===== src/rtl/eeprom_rw_ctrl.sv =====
// EEPROM self-test sequencer: writes addr^PATTERN to BYTE_NUM addresses (NACK retries), then reads back and compares.
// One transfer outstanding at a time; exec only after the previous done; FINISH is terminal until reset.
module eeprom_rw_ctrl #(
  parameter int unsigned BYTE_NUM  = 256,
  parameter int unsigned START_DLY = 1000,
  parameter int unsigned WR_GAP    = 5000,
  parameter logic [7:0]  PATTERN   = 8'hA5,
  parameter int unsigned MAX_RETRY = 3
) (
  input  logic        clk,
  input  logic        rst_n,
  input  logic        i2c_done,
  input  logic        i2c_ack,
  input  logic [7:0]  i2c_data_r,
  output logic        i2c_exec,
  output logic        i2c_rh_wl,
  output logic [15:0] i2c_addr,
  output logic [7:0]  i2c_data_w,
  output logic        bit_ctrl,
  output logic        rw_done,
  output logic        rw_pass,
  output logic [8:0]  err_cnt
);

  localparam int unsigned DLY_N   = (START_DLY == 0) ? 1 : START_DLY;
  localparam int unsigned GAP_N   = (WR_GAP == 0) ? 1 : WR_GAP;
  localparam int unsigned TMR_MAX = (DLY_N > GAP_N) ? DLY_N : GAP_N;
  localparam int          TW      = (TMR_MAX > 1) ? $clog2(TMR_MAX) : 1;
  localparam int          RW      = (MAX_RETRY > 0) ? $clog2(MAX_RETRY + 1) : 1;

  localparam logic [TW-1:0] DLY_LAST  = TW'(DLY_N - 1);
  localparam logic [TW-1:0] GAP_LAST  = TW'(GAP_N - 1);
  localparam logic [RW-1:0] RETRY_MAX = RW'(MAX_RETRY);
  localparam logic [7:0]    LAST_ADDR = 8'(BYTE_NUM - 1);

  typedef enum logic [2:0] {
    ST_DLY,
    ST_WR_REQ,
    ST_WR_WAIT,
    ST_WR_GAP,
    ST_RD_REQ,
    ST_RD_WAIT,
    ST_FINISH
  } state_t;

  state_t          state, state_nxt;
  logic [TW-1:0]   tmr, tmr_nxt;
  logic [7:0]      addr_cnt, addr_nxt;
  logic [RW-1:0]   retry, retry_nxt;
  logic            wr_ok, wr_ok_nxt;
  logic            fatal, fatal_nxt;
  logic [8:0]      err_nxt;
  logic            rd_bad;

  always_ff @(posedge clk or negedge rst_n) begin
    if (!rst_n) begin
      state    <= ST_DLY;
      tmr      <= '0;
      addr_cnt <= '0;
      retry    <= '0;
      wr_ok    <= 1'b0;
      fatal    <= 1'b0;
      err_cnt  <= '0;
    end else begin
      state    <= state_nxt;
      tmr      <= tmr_nxt;
      addr_cnt <= addr_nxt;
      retry    <= retry_nxt;
      wr_ok    <= wr_ok_nxt;
      fatal    <= fatal_nxt;
      err_cnt  <= err_nxt;
    end
  end

  always_comb begin
    state_nxt = state;
    tmr_nxt   = '0;
    addr_nxt  = addr_cnt;
    retry_nxt = retry;
    wr_ok_nxt = wr_ok;
    fatal_nxt = fatal;
    err_nxt   = err_cnt;
    rd_bad    = i2c_ack || (i2c_data_r != (addr_cnt ^ PATTERN));

    case (state)
      ST_DLY: begin
        if (tmr == DLY_LAST) begin
          addr_nxt  = '0;
          state_nxt = ST_WR_REQ;
        end else begin
          tmr_nxt = tmr + 1'b1;
        end
      end

      ST_WR_REQ: state_nxt = ST_WR_WAIT;

      ST_WR_WAIT: begin
        if (i2c_done) begin
          if (!i2c_ack) begin
            retry_nxt = '0;
            wr_ok_nxt = 1'b1;
            state_nxt = ST_WR_GAP;
          end else if (retry < RETRY_MAX) begin
            retry_nxt = retry + 1'b1;
            wr_ok_nxt = 1'b0;
            state_nxt = ST_WR_GAP;
          end else begin
            fatal_nxt = 1'b1;
            state_nxt = ST_FINISH;
          end
        end
      end

      // The EEPROM is busy internally after every write attempt, ACKed or not.
      ST_WR_GAP: begin
        if (tmr == GAP_LAST) begin
          if (wr_ok && (addr_cnt == LAST_ADDR)) begin
            addr_nxt  = '0;
            state_nxt = ST_RD_REQ;
          end else begin
            if (wr_ok) addr_nxt = addr_cnt + 1'b1;
            state_nxt = ST_WR_REQ;
          end
        end else begin
          tmr_nxt = tmr + 1'b1;
        end
      end

      ST_RD_REQ: state_nxt = ST_RD_WAIT;

      ST_RD_WAIT: begin
        if (i2c_done) begin
          if (rd_bad && (err_cnt != 9'h1FF)) err_nxt = err_cnt + 1'b1;
          if (addr_cnt == LAST_ADDR) begin
            state_nxt = ST_FINISH;
          end else begin
            addr_nxt  = addr_cnt + 1'b1;
            state_nxt = ST_RD_REQ;
          end
        end
      end

      ST_FINISH: state_nxt = ST_FINISH;

      default: state_nxt = ST_DLY;
    endcase
  end

  // Request fields are loaded on entry to a request state and then held, so they
  // stay stable across the whole transfer even though addr_cnt advances on done.
  always_ff @(posedge clk or negedge rst_n) begin
    if (!rst_n) begin
      i2c_rh_wl  <= 1'b0;
      i2c_addr   <= '0;
      i2c_data_w <= '0;
    end else if (state_nxt == ST_WR_REQ) begin
      i2c_rh_wl  <= 1'b0;
      i2c_addr   <= {8'h00, addr_nxt};
      i2c_data_w <= addr_nxt ^ PATTERN;
    end else if (state_nxt == ST_RD_REQ) begin
      i2c_rh_wl  <= 1'b1;
      i2c_addr   <= {8'h00, addr_nxt};
    end
  end

  assign i2c_exec = (state == ST_WR_REQ) || (state == ST_RD_REQ);
  assign bit_ctrl = 1'b1;
  assign rw_done  = (state == ST_FINISH);
  assign rw_pass  = rw_done && (err_cnt == 9'd0) && !fatal;

endmodule


===== config.mk =====
export PLATFORM = sky130hd
export DESIGN_NAME = eeprom_rw_ctrl
export DESIGN_NICKNAME = d
export VERILOG_FILES = /design/src/rtl/eeprom_rw_ctrl.sv
export SDC_FILE = /design/constraint.sdc
export NUM_CORES = 1
export LEC_CHECK = 0
export CORE_UTILIZATION = 35
export CTS_CLUSTER_DIAMETER = 120
export DETAILED_ROUTE_END_ITERATION = 10
export GPL_TIMING_DRIVEN = 0
export PLACE_DENSITY = 0.59
export SYNTH_ARGS = -nofsm -noshare
export SYNTH_HDL_FRONTEND = slang
export SYNTH_SLANG_ARGS = --single-unit
export TNS_END_PERCENT = 5

===== constraint.sdc =====
create_clock -name clk -period 6.7 [get_ports clk]
set_clock_uncertainty 0.1 [all_clocks]
set_input_delay 1.675 -clock clk [delete_from_list [all_inputs] [get_ports clk]]
set_output_delay 1.675 -clock clk [all_outputs]
set_load 0.02 [all_outputs]

==> results.tsv <==
metric	value	unit
post-synthesis sequential area ratio	0.4089	
largest cells by area after synthesis	dfrtp_1, xnor2_1, nand2_1	
Maximum Capacitance Violations	0	
Post-synth EDFFs	0	
Reg power frac	0.599	
Initial DRC Count	206	
Sink Count	54	
Post-Syn Area	3304	sq um
Rows	35	
clock tree from TritonCTS	yes	
Final setup viols	0	
Synth Area in XOR/XNOR	0.07421	
fraction of the mapped netlist area in adder cells	0.02272	
most frequent cell after synthesis	dfrtp_1	
simple-gate portion of the synthesized area	0.2548	
num ports	50	
GR Overflow Total	0	
mux contribution to synthesized area	0.02575	
drt pass-1 iters	5	
Worst Max-Slew Pin Slew	0.9662	ns
first-pass GRT wire length	13.94	mm
maximum vdd drop	0.00007514	V
Skew-Pair Late Insertion Delay	0.32	ns
Crit path required time	4.93	ns
switching power	131.7	uW
area of placed instances	3875	sq um
die height	99.17	um
Setup WS post-layout	2.412	ns
final hold viol count	0	
wire per inst	15.88	um
top cells by count, synth	dfrtp_1, nand2_1, nor2_1	
post-CTS setup buffers	0	
minimum clock period	4.288	ns
area share of the largest cell type after synthesis	0.4089	
cells along the critical path	inv_1 > ha_1 > or4b_2 > nor4_1 > clkdlybuf4s50_1	
Worst Hold Class	reg -> reg	
CP Max Fanout	4	
largest family of logic cells by synthesized area	simple AND/OR/NAND/NOR gates	
Initial Util	0.3593	
post_cts resized	0	
Routed Wire Length	8.210	mm
Vias	2799	
Post-Route Setup TNS	0	ns
CORE AREA	9196	sq um
Distinct cells, synth	62	
utilization after layout	0.4316	
gp weighted congestion	0.9283	
WS Path Type	reg -> out	
combinational power share	0.050	
async set-reset flop share out of synthesis	1.000	
Seq cells post-synth	54	
total track usage	0.1780	
crit path launch type	flip-flop	
RSZ-0062 raised after global routing	no	
period utilization	0.6400	
# diodes	0	
htree depth	2	
Critical Path Max Stage Delay	0.65	ns
share of layout cells above drive strength 1	0.1010	
Worst path slowest cell	clkdlybuf4s50_1	
Port-buffer cells	39	
ANT nets after route	0	
Reg clk slew, reported paths	0.11	ns
Cells after Synth	351	
DIE AREA	9834	sq um
Lkg Pwr	1.736	nW
clock share of power	0.352	
status	completed	
vias in the first global route	2813	
ys flop type	dfrtp_1	
WP data arrival	2.51	ns
fin area	3969	sq um
area delta synth->final	20.11	%
Worst Setup End Kind	output port	
largest area contributor in the netlist	dfrtp_1	
FMAX	233.2	MHz
Int Pwr	413.2	uW
Final Net Count	423	
Mean Syn Cell Area	9.414	sq um
Final Max Slew Viols	0	
dpl ws	2.725	ns
CTS root buf	clkbuf_8	
power per cell area	137.3	nW/um^2
Synth Warn #	0	
Compound-Gate Fraction of Synth Area	0.1518	
Sw Ratio	0.2416	
Post-CTS Hold Buffers	0	
routed vias/inst	5.414	
largest net degree at the start of global routing	38	
initial antenna violation count	0	
worst-case clock buffer depth	2	
slew margin rel.	0.3528	
Die Wd	99.17	um
CTS buffer count	5	
post-DP HPWL	6.120	mm
# DRC	0	
power groups by stage:
stage	combinational, mW	sequential (mW)	clock, mW
after floorplan	0.0118	0.333	0
after global placement	0.0262	0.333	0
after detailed placement	0.0277	0.333	0
after CTS	0.0276	0.326	0.201
after global routing	0.0304	0.326	0.211
final	0.0271	0.326	0.192
cells by family (layout without fill, tap and decap cells):
logic type      Yosys count  count (layout)
buf+inv                  38              86
flops                    54              54
other cells               2               9
fa+ha+maj                 6               6
mux                       7               7
xor+xnor                 28              28
compound gates           69              69
simple gates            147             147
sequential cells by signal, summed over array words and instances (netlist names), 2 cells and up:
| name | cells |
|---|---|
| addr_cnt | 8 |
| err_cnt | 9 |
| i2c_addr | 8 |
| i2c_data_w | 8 |
| retry | 2 |
| state | 3 |
| tmr | 13 |
final timing paths:
check | slack, ns | depth (start not counted) | end | start
worst max register to register | 4.06 | 7 | i2c_data_w[3] | tmr[0]
worst max-delay path | 2.41 | 5 | rw_pass | err_cnt[0]
worst min register to register | 0.38 | 1 | fatal | fatal
worst min-delay path | 0.38 | 1 | fatal | fatal
max in group asynchronous | 4.78 | 2 | addr_cnt[2] | rst_n
min in group asynchronous | 1.18 | 1 | tmr[5] | rst_n
area by class of cell:
type | count | area, sq um
Buffer | 30 | 166.4
Clock buffer | 5 | 68.82
Clock inverter | 3 | 25.02
Fill cell | 920 | 5228
Inverter | 8 | 30.03
Multi-Input combinational cell | 266 | 1783
Sequential cell | 54 | 1351
Tap cell | 111 | 138.9
Timing Repair Buffer | 40 | 405.4
layer usage:
layer	vias up	share of wire	wire length [um]	track usage
met5	-	0	0	0
met4	0	0.014	116	0.04977
met3	7	0.049	401	0.02460
met2	78	0.46	3764	0.2905
met1	1345	0.48	3927	0.2482
li1	1369	-	-	-
through the flow:
step | cells | hold slack [ns] | power (mW)
floorplan | 358 | 0.3286 | 0.3445
global placement | 508 | 0.3456 | 0.3589
detailed placement | 509 | 0.3611 | 0.3603
CTS | 517 | 0.3888 | 0.5547
global route | 517 | 0.4141 | 0.5682
finish | 517 | 0.3807 | 0.5448
worst max-delay path: cells and delay by family, from the launching register on:
kind | cells | cell delay, ns
AND/OR/NAND/NOR | 2 | 0.86
buffers and inverters | 2 | 0.75
adder cells (fa/ha/maj) | 1 | 0.16
flip-flops | 1 | 0.42
layout by cell type (no fill, tap or decap), types with 3 or more instances in the layout:
cell | netlist | routed
dfrtp_1 | 54 | 54
clkdlybuf4s50_1 | 0 | 38
nand2_1 | 31 | 31
nor2_1 | 26 | 26
nand3_1 | 19 | 19
xnor2_1 | 17 | 17
clkbuf_1 | 14 | 14
o21ai_0 | 14 | 14
nand4_1 | 13 | 13
xor2_1 | 11 | 11
a31oi_1 | 10 | 10
a21oi_1 | 10 | 10
and3_1 | 9 | 9
buf_4 | 9 | 9
conb_1 | 2 | 9
inv_1 | 8 | 8
and2_1 | 6 | 6
nor4_1 | 6 | 6
ha_1 | 6 | 6
buf_2 | 4 | 5
nor3_1 | 5 | 5
clkbuf_8 | 0 | 5
nand4bb_1 | 4 | 4
nor2b_1 | 4 | 4
o31ai_1 | 4 | 4
mux2_2 | 4 | 4
and3b_1 | 3 | 3
nor4bb_1 | 3 | 3
a21o_1 | 3 | 3
o211ai_1 | 3 | 3
a31o_2 | 3 | 3
Note: power is estimated with default switching activity, not from simulation.
